**config.mk**
```make
export PLATFORM = sky130hd
export DESIGN_NAME = mem_arbiter
export DESIGN_NICKNAME = d
export VERILOG_FILES = /design/src/rtl/mem_arbiter.sv
export SDC_FILE = /design/constraint.sdc
export NUM_CORES = 1
export LEC_CHECK = 0
export ABC_AREA = 1
export BUFFER_PORTS_ARGS = -buffer_cell sky130_fd_sc_hd__buf_2
export CAP_MARGIN = 20
export CORE_MARGIN = 10
export CORE_UTILIZATION = 40
export DETAILED_ROUTE_END_ITERATION = 16
export PLACE_DENSITY = 0.65
export SYNTH_ARGS = -nofsm -noshare
export SYNTH_HDL_FRONTEND = slang
export SYNTH_SLANG_ARGS = --single-unit
```
**constraint.sdc**
```tcl
create_clock -name clock -period 1.6 [get_ports clock]
set_input_delay 0.24 -clock clock [delete_from_list [all_inputs] [get_ports clock]]
set_output_delay 0.24 -clock clock [all_outputs]
set_load 0.02 [all_outputs]
```
**src/rtl/mem_arbiter.sv**
```systemverilog
// mem_arbiter: shares one byte-wide memory backend between the CPU port and a host port
// Optional feature macro: MEM_ARB_TIMEOUT_EN enables the backend wait timeout.
module mem_arbiter #(
    parameter int DATA_BUS_WIDTH = 8,
    parameter int ADDR_WIDTH     = 8,
    parameter int STARVE_LIMIT   = 4,
    parameter int TIMEOUT_CYCLES = 64
) (
    input  logic                      clock,
    input  logic                      reset,
    input  logic [1:0]                i_cpu_op,
    input  logic [ADDR_WIDTH-1:0]     i_cpu_addr,
    input  logic [DATA_BUS_WIDTH-1:0] i_cpu_wdata,
    output logic [DATA_BUS_WIDTH-1:0] o_cpu_rdata,
    output logic                      o_cpu_done,
    input  logic                      i_host_req,
    input  logic                      i_host_we,
    input  logic [ADDR_WIDTH-1:0]     i_host_addr,
    input  logic [DATA_BUS_WIDTH-1:0] i_host_wdata,
    output logic [DATA_BUS_WIDTH-1:0] o_host_rdata,
    output logic                      o_host_ack,
    output logic                      o_be_start,
    output logic                      o_be_we,
    output logic [ADDR_WIDTH-1:0]     o_be_addr,
    output logic [DATA_BUS_WIDTH-1:0] o_be_wdata,
    input  logic [DATA_BUS_WIDTH-1:0] i_be_rdata,
    input  logic                      i_be_done,
    output logic                      o_grant_host,
    output logic                      o_timeout_err
);
    typedef enum logic [1:0] {IDLE, ISSUE, WAIT, RESP} state_e;
    localparam int SW = $clog2(STARVE_LIMIT + 1);

    state_e                    r_state, w_next;
    logic [SW-1:0]             r_starve;
    logic                      w_cpu_req, w_any_req, w_pick_host, w_timeout, w_finish, w_grant;
    logic [DATA_BUS_WIDTH-1:0] w_rd;

    // Opcode 3 is a NOP, so only READ and WRITE count as a CPU request.
    assign w_cpu_req   = (i_cpu_op == 2'd1) || (i_cpu_op == 2'd2);
    assign w_any_req   = w_cpu_req || i_host_req;
    assign w_pick_host = i_host_req && (!w_cpu_req || r_starve == SW'(STARVE_LIMIT));
    assign w_grant     = (r_state == IDLE) && w_any_req;
    assign w_finish    = (r_state == WAIT) && (i_be_done || w_timeout);
    assign w_rd        = i_be_done ? i_be_rdata : '1;

`ifdef MEM_ARB_TIMEOUT_EN
    localparam int TW = $clog2(TIMEOUT_CYCLES + 1);
    logic [TW-1:0] r_wait_cnt;
    // A real be_done in the expiry cycle takes precedence over the timeout.
    assign w_timeout = (r_state == WAIT) && !i_be_done && (r_wait_cnt == TW'(TIMEOUT_CYCLES));
    // Count WAIT cycles from zero on entry and latch a sticky error on expiry.
    always_ff @(posedge clock or negedge reset) begin
        if (!reset) begin
            r_wait_cnt    <= '0;
            o_timeout_err <= 1'b0;
        end else begin
            r_wait_cnt <= (r_state == WAIT) ? r_wait_cnt + TW'(1) : '0;
            if (w_timeout) o_timeout_err <= 1'b1;
        end
    end
`else
    logic w_unused_timeout;
    assign w_unused_timeout = ^TIMEOUT_CYCLES;
    assign w_timeout        = 1'b0;
    assign o_timeout_err    = 1'b0;
`endif

    // State register.
    always_ff @(posedge clock or negedge reset) begin
        if (!reset) r_state <= IDLE;
        else        r_state <= w_next;
    end

    // Next-state logic: one backend transaction per grant.
    always_comb begin
        w_next = r_state;
        case (r_state)
            IDLE:    w_next = w_any_req ? ISSUE : IDLE;
            ISSUE:   w_next = WAIT;
            WAIT:    w_next = w_finish ? RESP : WAIT;
            default: w_next = IDLE;
        endcase
    end

    // Registered outputs: command latch, pulses, read-data capture and starvation count.
    always_ff @(posedge clock or negedge reset) begin
        if (!reset) begin
            o_be_start   <= 1'b0;
            o_cpu_done   <= 1'b0;
            o_host_ack   <= 1'b0;
            o_grant_host <= 1'b0;
            o_be_we      <= 1'b0;
            o_be_addr    <= '0;
            o_be_wdata   <= '0;
            o_cpu_rdata  <= '0;
            o_host_rdata <= '0;
            r_starve     <= '0;
        end else begin
            o_be_start <= w_grant;
            o_cpu_done <= w_finish && !o_grant_host;
            o_host_ack <= w_finish && o_grant_host;
            if (w_grant) begin
                o_grant_host <= w_pick_host;
                o_be_we      <= w_pick_host ? i_host_we : (i_cpu_op == 2'd2);
                o_be_addr    <= w_pick_host ? i_host_addr : i_cpu_addr;
                o_be_wdata   <= w_pick_host ? i_host_wdata : i_cpu_wdata;
            end else if (r_state == RESP) begin
                o_grant_host <= 1'b0;
            end
            if (w_finish && !o_be_we && o_grant_host) o_host_rdata <= w_rd;
            if (w_finish && !o_be_we && !o_grant_host) o_cpu_rdata <= w_rd;
            if (((r_state == IDLE) && !i_host_req) || ((r_state == RESP) && o_grant_host))
                r_starve <= '0;
            else if ((r_state == RESP) && i_host_req && (r_starve != SW'(STARVE_LIMIT)))
                r_starve <= r_starve + SW'(1);
        end
    end
endmodule

```
==> flow_metrics.py, run 1 <==
metrics = {
    "clocking": {
        "root_buffer": "clkbuf_8",
        "cts_tree": "done",
        "numClockSinks": 42,
        "post_cts_buffers": 0,
        "clockBufferDepth": 2,
        "cts_resized": 0,
        "clkLatencyLatePin_ns": 0.29,
        "clkSlewWorstSetupHoldPaths_ns": 0.08,
        "numCtsBuffers": 5,
        "cts_hold_buf": 1,
        "htree_levels": 2,
    },
    "placed_design": {
        "port_buffers": 83,
        "post-dp-hpwl_um": 4259,
        "dp_slack_ns": 0.1380,
        "gp_congestion": 0.7296,
    },
    "synthesis": {
        "synth-async-reset-ratio_pct": 100.0,
        "synth_fp_nets": 332,
        "ys.flop_type": "dfrtp_1",
        "ys_seq_area_share_pct": 48.61,
        "synth.top_cells.by_count": "nand2_1, inv_1, dfrtp_1, nand3_1, o21ai_0",
        "synth.top_cell.area_share_pct": 48.61,
        "synth.area.top_cells": "dfrtp_1, nand2_1, inv_1",
        "synthMostInstantiatedCell": "nand2_1",
        "syn_avg_cell_area_um2": 7.749,
        "yosysTopAreaCell": "dfrtp_1",
        "yosys_warnings": 0,
        "synth_edf_count": 0,
        "synth_area_um2": 2162,
        "ys_seq_elements": 42,
        "synth.distinct_cells": 21,
        "syn_inst": 279,
    },
    "run": {
        "cap_violations": 0,
    },
    "floorplanning": {
        "die_w_um": 93.52,
        "ioPinCount": 85,
        "die_area_um2": 8746,
        "start_util_pct": 41.80,
        "core_area_um2": 5172,
        "fp-row-count": 26,
        "dieHeight_um": 93.52,
    },
    "routing": {
        "drt_first_pass_iters": 4,
        "wirelength_um": 5466,
        "wl_per_cell_um": 12.51,
        "drc": 0,
        "ant_nets": 0,
        "vias": 1969,
        "viasPerCell": 4.506,
        "first_iter_violations": 70,
    },
    "worst_setup_path": {
        "rrSetupSlack_ns": 0.16,
        "worstPathRequired_ns": 1.78,
        "crit_type": "flop to flop",
        "critPathMaxFanout": 18,
        "worstPathArrival_ns": 1.62,
        "end_kind": "flop",
        "cp-start-kind": "flop",
    },
    "sta": {
        "setup_viol": 0,
        "slew_headroom_pct": 64.33,
        "timing.final.crit_share_pct": 90.00,
        "holdWs_ns": 0.2442,
        "fin_ws_ns": 0.1600,
        "max_freq_mhz": 694.4,
        "fin_skew_ns": 0.01134,
        "tightest_slew_ns": 0.5350,
        "finalHoldViolCount": 0,
        "drv_slew": 0,
        "rsz0062_at_grt": "false",
        "min_period_ns": 1.440,
        "setup_tns_ns": 0,
    },
    "cells_and_area": {
        "drive_gt1_share_pct": 29.16,
        "final_nets": 419,
        "antennaDiodeCount": 0,
        "syn_to_final_growth_pct": 28.76,
    },
    "global_route": {
        "grt_util_all_layers_pct": 12.92,
        "grt_first_pass_wirelength_um": 9397,
        "grt_overflow_total": 0,
        "grt_max_degree": 23,
        "antenna_found_initial": 0,
        "grt_pass1_vias": 2114,
    },
    "power_and_ir_drop": {
        "p_total_w": 0.004975,
        "ir_drop_uv": 663.5,
        "p_per_area_nw_per_um2": 1787,
        "p_leak_nw": 1.692,
    },
    "outcome": {
        "status": "completed",
    },
    "worst_hold_path": {
        "hold_path.class": "input pin to flop",
    },
}
cell usage in the layout (no fill, tap or decap), types with 2 or more instances in the layout:
master,synthesis,layout
nand2_1,78,78
buf_12,0,2
clkbuf_8,0,5
nor3_4,2,2
o21ai_0,15,15
ha_1,6,6
buf_2,6,83
nor2_1,4,4
nand3_1,41,41
inv_1,66,66
nand2_2,4,4
o21ai_2,2,2
clkbuf_1,0,2
buf_4,3,5
dfrtp_1,42,42
layer usage:
metal	part of all wire (%)	global-route usage, %	vias to the layer above	wire length [µm]
met4	1.5	4.113	0	81
met3	11	6.475	6	578
li1	-	-	998	-
met5	0	0	-	0
met1	47	15.34	884	2574
met2	41	19.90	81	2231
critical path, stage by stage, from the launching register on:
cell and delay [ns]:
dfrtp_1 0.38, inv_1 0.07, ha_1 0.20, nand2_1 0.10, nand2_2 0.08, nand2_2 0.28
nand2_1 0.10, nand3_1 0.08, nand2_1 0.05
registers in the layout (all words and copies together), names as in the netlist:
signal        count
o_be_wdata        8
o_cpu_rdata       8
o_host_rdata      8
o_host_ack        1
o_be_we           1
o_grant_host      1
r_starve          3
o_cpu_done        1
r_state           2
o_be_addr         8
o_be_start        1
metrics by stage:
step           cell area, µm²  cells  util, %
3_5_place_dp             2668    428    51.57
6_report                 2784    437    53.82
5_1_grt                  2784    437    53.82
3_3_place_gp             2668    428    51.57
4_1_cts                  2784    437    53.82
2_1_floorplan            2162    279        -
final cells by class:
type | count | area, µm²
fillers | 496 | 2389
flip-flops and latches | 42 | 1051
multi-input cells | 158 | 780.7
repair buffers | 91 | 503.0
inverters | 68 | 255.2
well taps | 70 | 87.58
clock buffers | 7 | 76.32
clock inverters | 1 | 30.03
cell families (layout without fill, tap and decap cells):
family | after synthesis | in the layout | share of synthesized area, %
compound gates | 20 | 20 | 5.150
fa+ha+maj | 6 | 6 | 3.472
flops | 42 | 42 | 48.61
simple gates | 130 | 130 | 26.91
other cells | 1 | 1 | 0.1734
buf+inv | 79 | 167 | 15.28
xor+xnor | 1 | 1 | 0.4052
report_power, final:
group	switching [W]	internal (W)
registers	0.000311	0.00157
clock network	0.000349	0.000467
logic	0.00150	0.000782
total	0.00216	0.00282
final timing paths:
kind,to,cells after the start,from
worst max register to register,o_be_addr[4]$_DFFE_PN0P_,8,r_starve[0]$_DFFE_PN0P_
worst min-delay path,o_be_wdata[1]$_DFFE_PN0P_,5,i_cpu_wdata[1]
worst min register to register,o_be_addr[0]$_DFFE_PN0P_,2,o_be_addr[0]$_DFFE_PN0P_
min in group asynchronous,o_host_rdata[1]$_DFFE_PN0P_,2,reset
max in group asynchronous,r_starve[2]$_DFFE_PN0P_,3,reset
worst max-delay path,o_be_addr[4]$_DFFE_PN0P_,8,r_starve[0]$_DFFE_PN0P_
(Power assumes the default switching activity.)
==> run 2, diff against run 1 <==
--- a/config.mk
+++ b/config.mk
@@ -6,12 +6,13 @@
 export NUM_CORES = 1
 export LEC_CHECK = 0
 export ABC_AREA = 1
-export BUFFER_PORTS_ARGS = -buffer_cell sky130_fd_sc_hd__buf_2
+export BUFFER_PORTS_ARGS = -buffer_cell sky130_fd_sc_hd__buf_4
 export CAP_MARGIN = 20
 export CORE_MARGIN = 10
 export CORE_UTILIZATION = 40
 export DETAILED_ROUTE_END_ITERATION = 16
 export PLACE_DENSITY = 0.65
+export SLEW_MARGIN = 20
 export SYNTH_ARGS = -nofsm -noshare
 export SYNTH_HDL_FRONTEND = slang
 export SYNTH_SLANG_ARGS = --single-unit
==> run 2 against run 1 <==
- clock power down 14%
- routed wire length down 1.3%
- sequential share of layout area down 2.3 points
- utilization up 3.5 points
- via count down 2.8%
- combinational power up 13%
- sequential cell count unchanged
- global-route usage down 0.31 points
- maximum frequency up 2.3%
- worst setup slack better by 0.032 ns
- final cell count down 0.23%
- critical path type unchanged
- largest cell class unchanged
==> flow_metrics.py, run 2 (synthesis gave the netlist of run 1 again) <==
metrics = {
    "global_route": {
        "grtUsageMet2_pct": 19.14,
        "met3_usage_pct": 7.434,
        "grtUsageMet1_pct": 15.04,
        "grt_pass1_vias": 2001,
        "grt_max_degree": 43,
        "grt_most_used_layer": "met2",
        "antenna_found_initial": 0,
        "grt_overflow_total": 0,
        "grt_first_pass_wirelength_um": 9149,
        "grt_util_all_layers_pct": 12.61,
    },
    "sta": {
        "setup_viol": 0,
        "min_period_ns": 1.408,
        "drv_slew": 0,
        "timing.final.crit_share_pct": 88.00,
        "rsz0062_at_grt": "false",
        "finalHoldViolCount": 0,
        "setup_tns_ns": 0,
        "slew_headroom_pct": 64.77,
        "max_freq_mhz": 710.3,
        "tightest_slew_ns": 0.5285,
        "fin_skew_ns": 0.004558,
    },
    "clocking": {
        "numClockSinks": 42,
        "root_buffer": "clkbuf_8",
        "htree_levels": 2,
        "numCtsBuffers": 5,
        "clkLatencyLatePin_ns": 0.29,
        "clockBufferDepth": 2,
        "post_cts_buffers": 0,
        "cts_tree": "done",
        "clkSlewWorstSetupHoldPaths_ns": 0.08,
    },
    "floorplanning": {
        "die_w_um": 93.52,
        "core_area_um2": 5172,
        "ioPinCount": 85,
        "fp-row-count": 26,
        "die_area_um2": 8746,
        "dieHeight_um": 93.52,
        "start_util_pct": 41.80,
    },
    "cells_and_area": {
        "final_nets": 418,
        "layout_common_cells": "buf_4, nand2_1, inv_1",
        "final_common_cell": "buf_4",
        "layoutNonFillerInstCount": 436,
        "drive_gt1_share_pct": 29.51,
        "syn_to_final_growth_pct": 37.15,
        "final_core_util_pct": 57.33,
        "antennaDiodeCount": 0,
    },
    "worst_setup_path": {
        "end_kind": "flop",
        "worstPathArrival_ns": 1.59,
        "rrSetupSlack_ns": 0.19,
        "critPathMaxFanout": 14,
        "crit_type": "flop to flop",
        "worstPathRequired_ns": 1.78,
        "cp-start-kind": "flop",
    },
    "power_and_ir_drop": {
        "p_sw_share_pct": 42.12,
        "power.internal_w": 0.002985,
        "p_switching_w": 0.002172,
        "clockPowerShare_pct": 13.6,
        "seqPwrFrac_pct": 36.6,
        "p_leak_nw": 1.749,
        "p_per_area_nw_per_um2": 1739,
        "combPwrFrac_pct": 49.8,
        "ir_drop_uv": 765.5,
    },
    "placed_design": {
        "port_buffers": 83,
        "dpl.cell_count": 427,
        "gp_congestion": 0.7649,
        "post-dp-hpwl_um": 4139,
    },
    "routing": {
        "drc": 0,
        "vias": 1913,
        "viasPerCell": 4.388,
        "first_iter_violations": 65,
        "wl_per_cell_um": 12.38,
        "drt_first_pass_iters": 4,
        "ant_nets": 0,
        "wirelength_um": 5396,
    },
    "outcome": {
        "status": "completed",
    },
    "worst_hold_path": {
        "hold_path.class": "input pin to flop",
    },
    "run": {
        "cap_violations": 0,
    },
}
[run 2: area by class of cell]
class | instances | area, µm²
Fill cell | 487 | 2207
Sequential cell | 42 | 1051
Multi-Input combinational cell | 158 | 785.8
Timing Repair Buffer | 90 | 690.7
Inverter | 68 | 255.2
Tap cell | 70 | 87.58
Clock buffer | 6 | 82.58
Clock inverter | 2 | 12.51
[run 2: path summary, 6_finish.rpt]
| path | start | to | cells after the start |
|---|---|---|---|
| max reg2reg | r_starve[0]$_DFFE_PN0P_ | o_be_we$_DFFE_PN0P_ | 8 |
| min in group asynchronous | reset | o_cpu_rdata[3]$_DFFE_PN0P_ | 2 |
| max in group asynchronous | reset | o_be_wdata[5]$_DFFE_PN0P_ | 2 |
| max | r_starve[0]$_DFFE_PN0P_ | o_be_we$_DFFE_PN0P_ | 8 |
| min reg2reg | o_be_addr[0]$_DFFE_PN0P_ | o_be_addr[0]$_DFFE_PN0P_ | 2 |
| min | i_cpu_wdata[4] | o_be_wdata[4]$_DFFE_PN0P_ | 5 |
[run 2: critical path, cell delays in order (launching register included)]
cell and delay [ns]:
dfrtp_1 0.41, inv_1 0.08, ha_1 0.14, nand2_1 0.07
nand2_2 0.13, buf_4 0.22, nand3_1 0.10, nand3_1 0.11
nand2_1 0.05
[run 2: repair_timing]
item	CTS	global route
resized for setup	0	1
setup endpoints to repair	0	12
endpoints found under the hold margin	42	0
hold buffers	1	0
[run 2: metal layers]
layer	vias up	part of all wire, %
met1	830	44
met3	6	13
met2	75	42
met5	-	0
met4	0	0.74
li1	1002	-
[run 2: power by group through the flow]
stage	clock network [W]	logic [W]	registers, W
after detailed placement	0	0.00261	0.00190
after global routing	0.000777	0.00286	0.00196
final	0.000701	0.00257	0.00189
after global placement	0	0.00260	0.00189
after floorplan	0	0.000921	0.00243
after CTS	0.000733	0.00262	0.00189
[run 2: metrics by stage]
stage          worst slack (ns)  cell area [µm²]  total power [W]  hold slack (ns)
3_5_place_dp             0.1477             2855         0.004515           0.2640
6_report                 0.1921             2965         0.005157           0.2453
5_1_grt                 0.05045             2965         0.005605           0.2613
2_1_floorplan            0.2591             2162         0.003352         -0.05559
3_3_place_gp             0.1766             2855         0.004487           0.2682
4_1_cts                  0.1421             2960         0.005245           0.2352
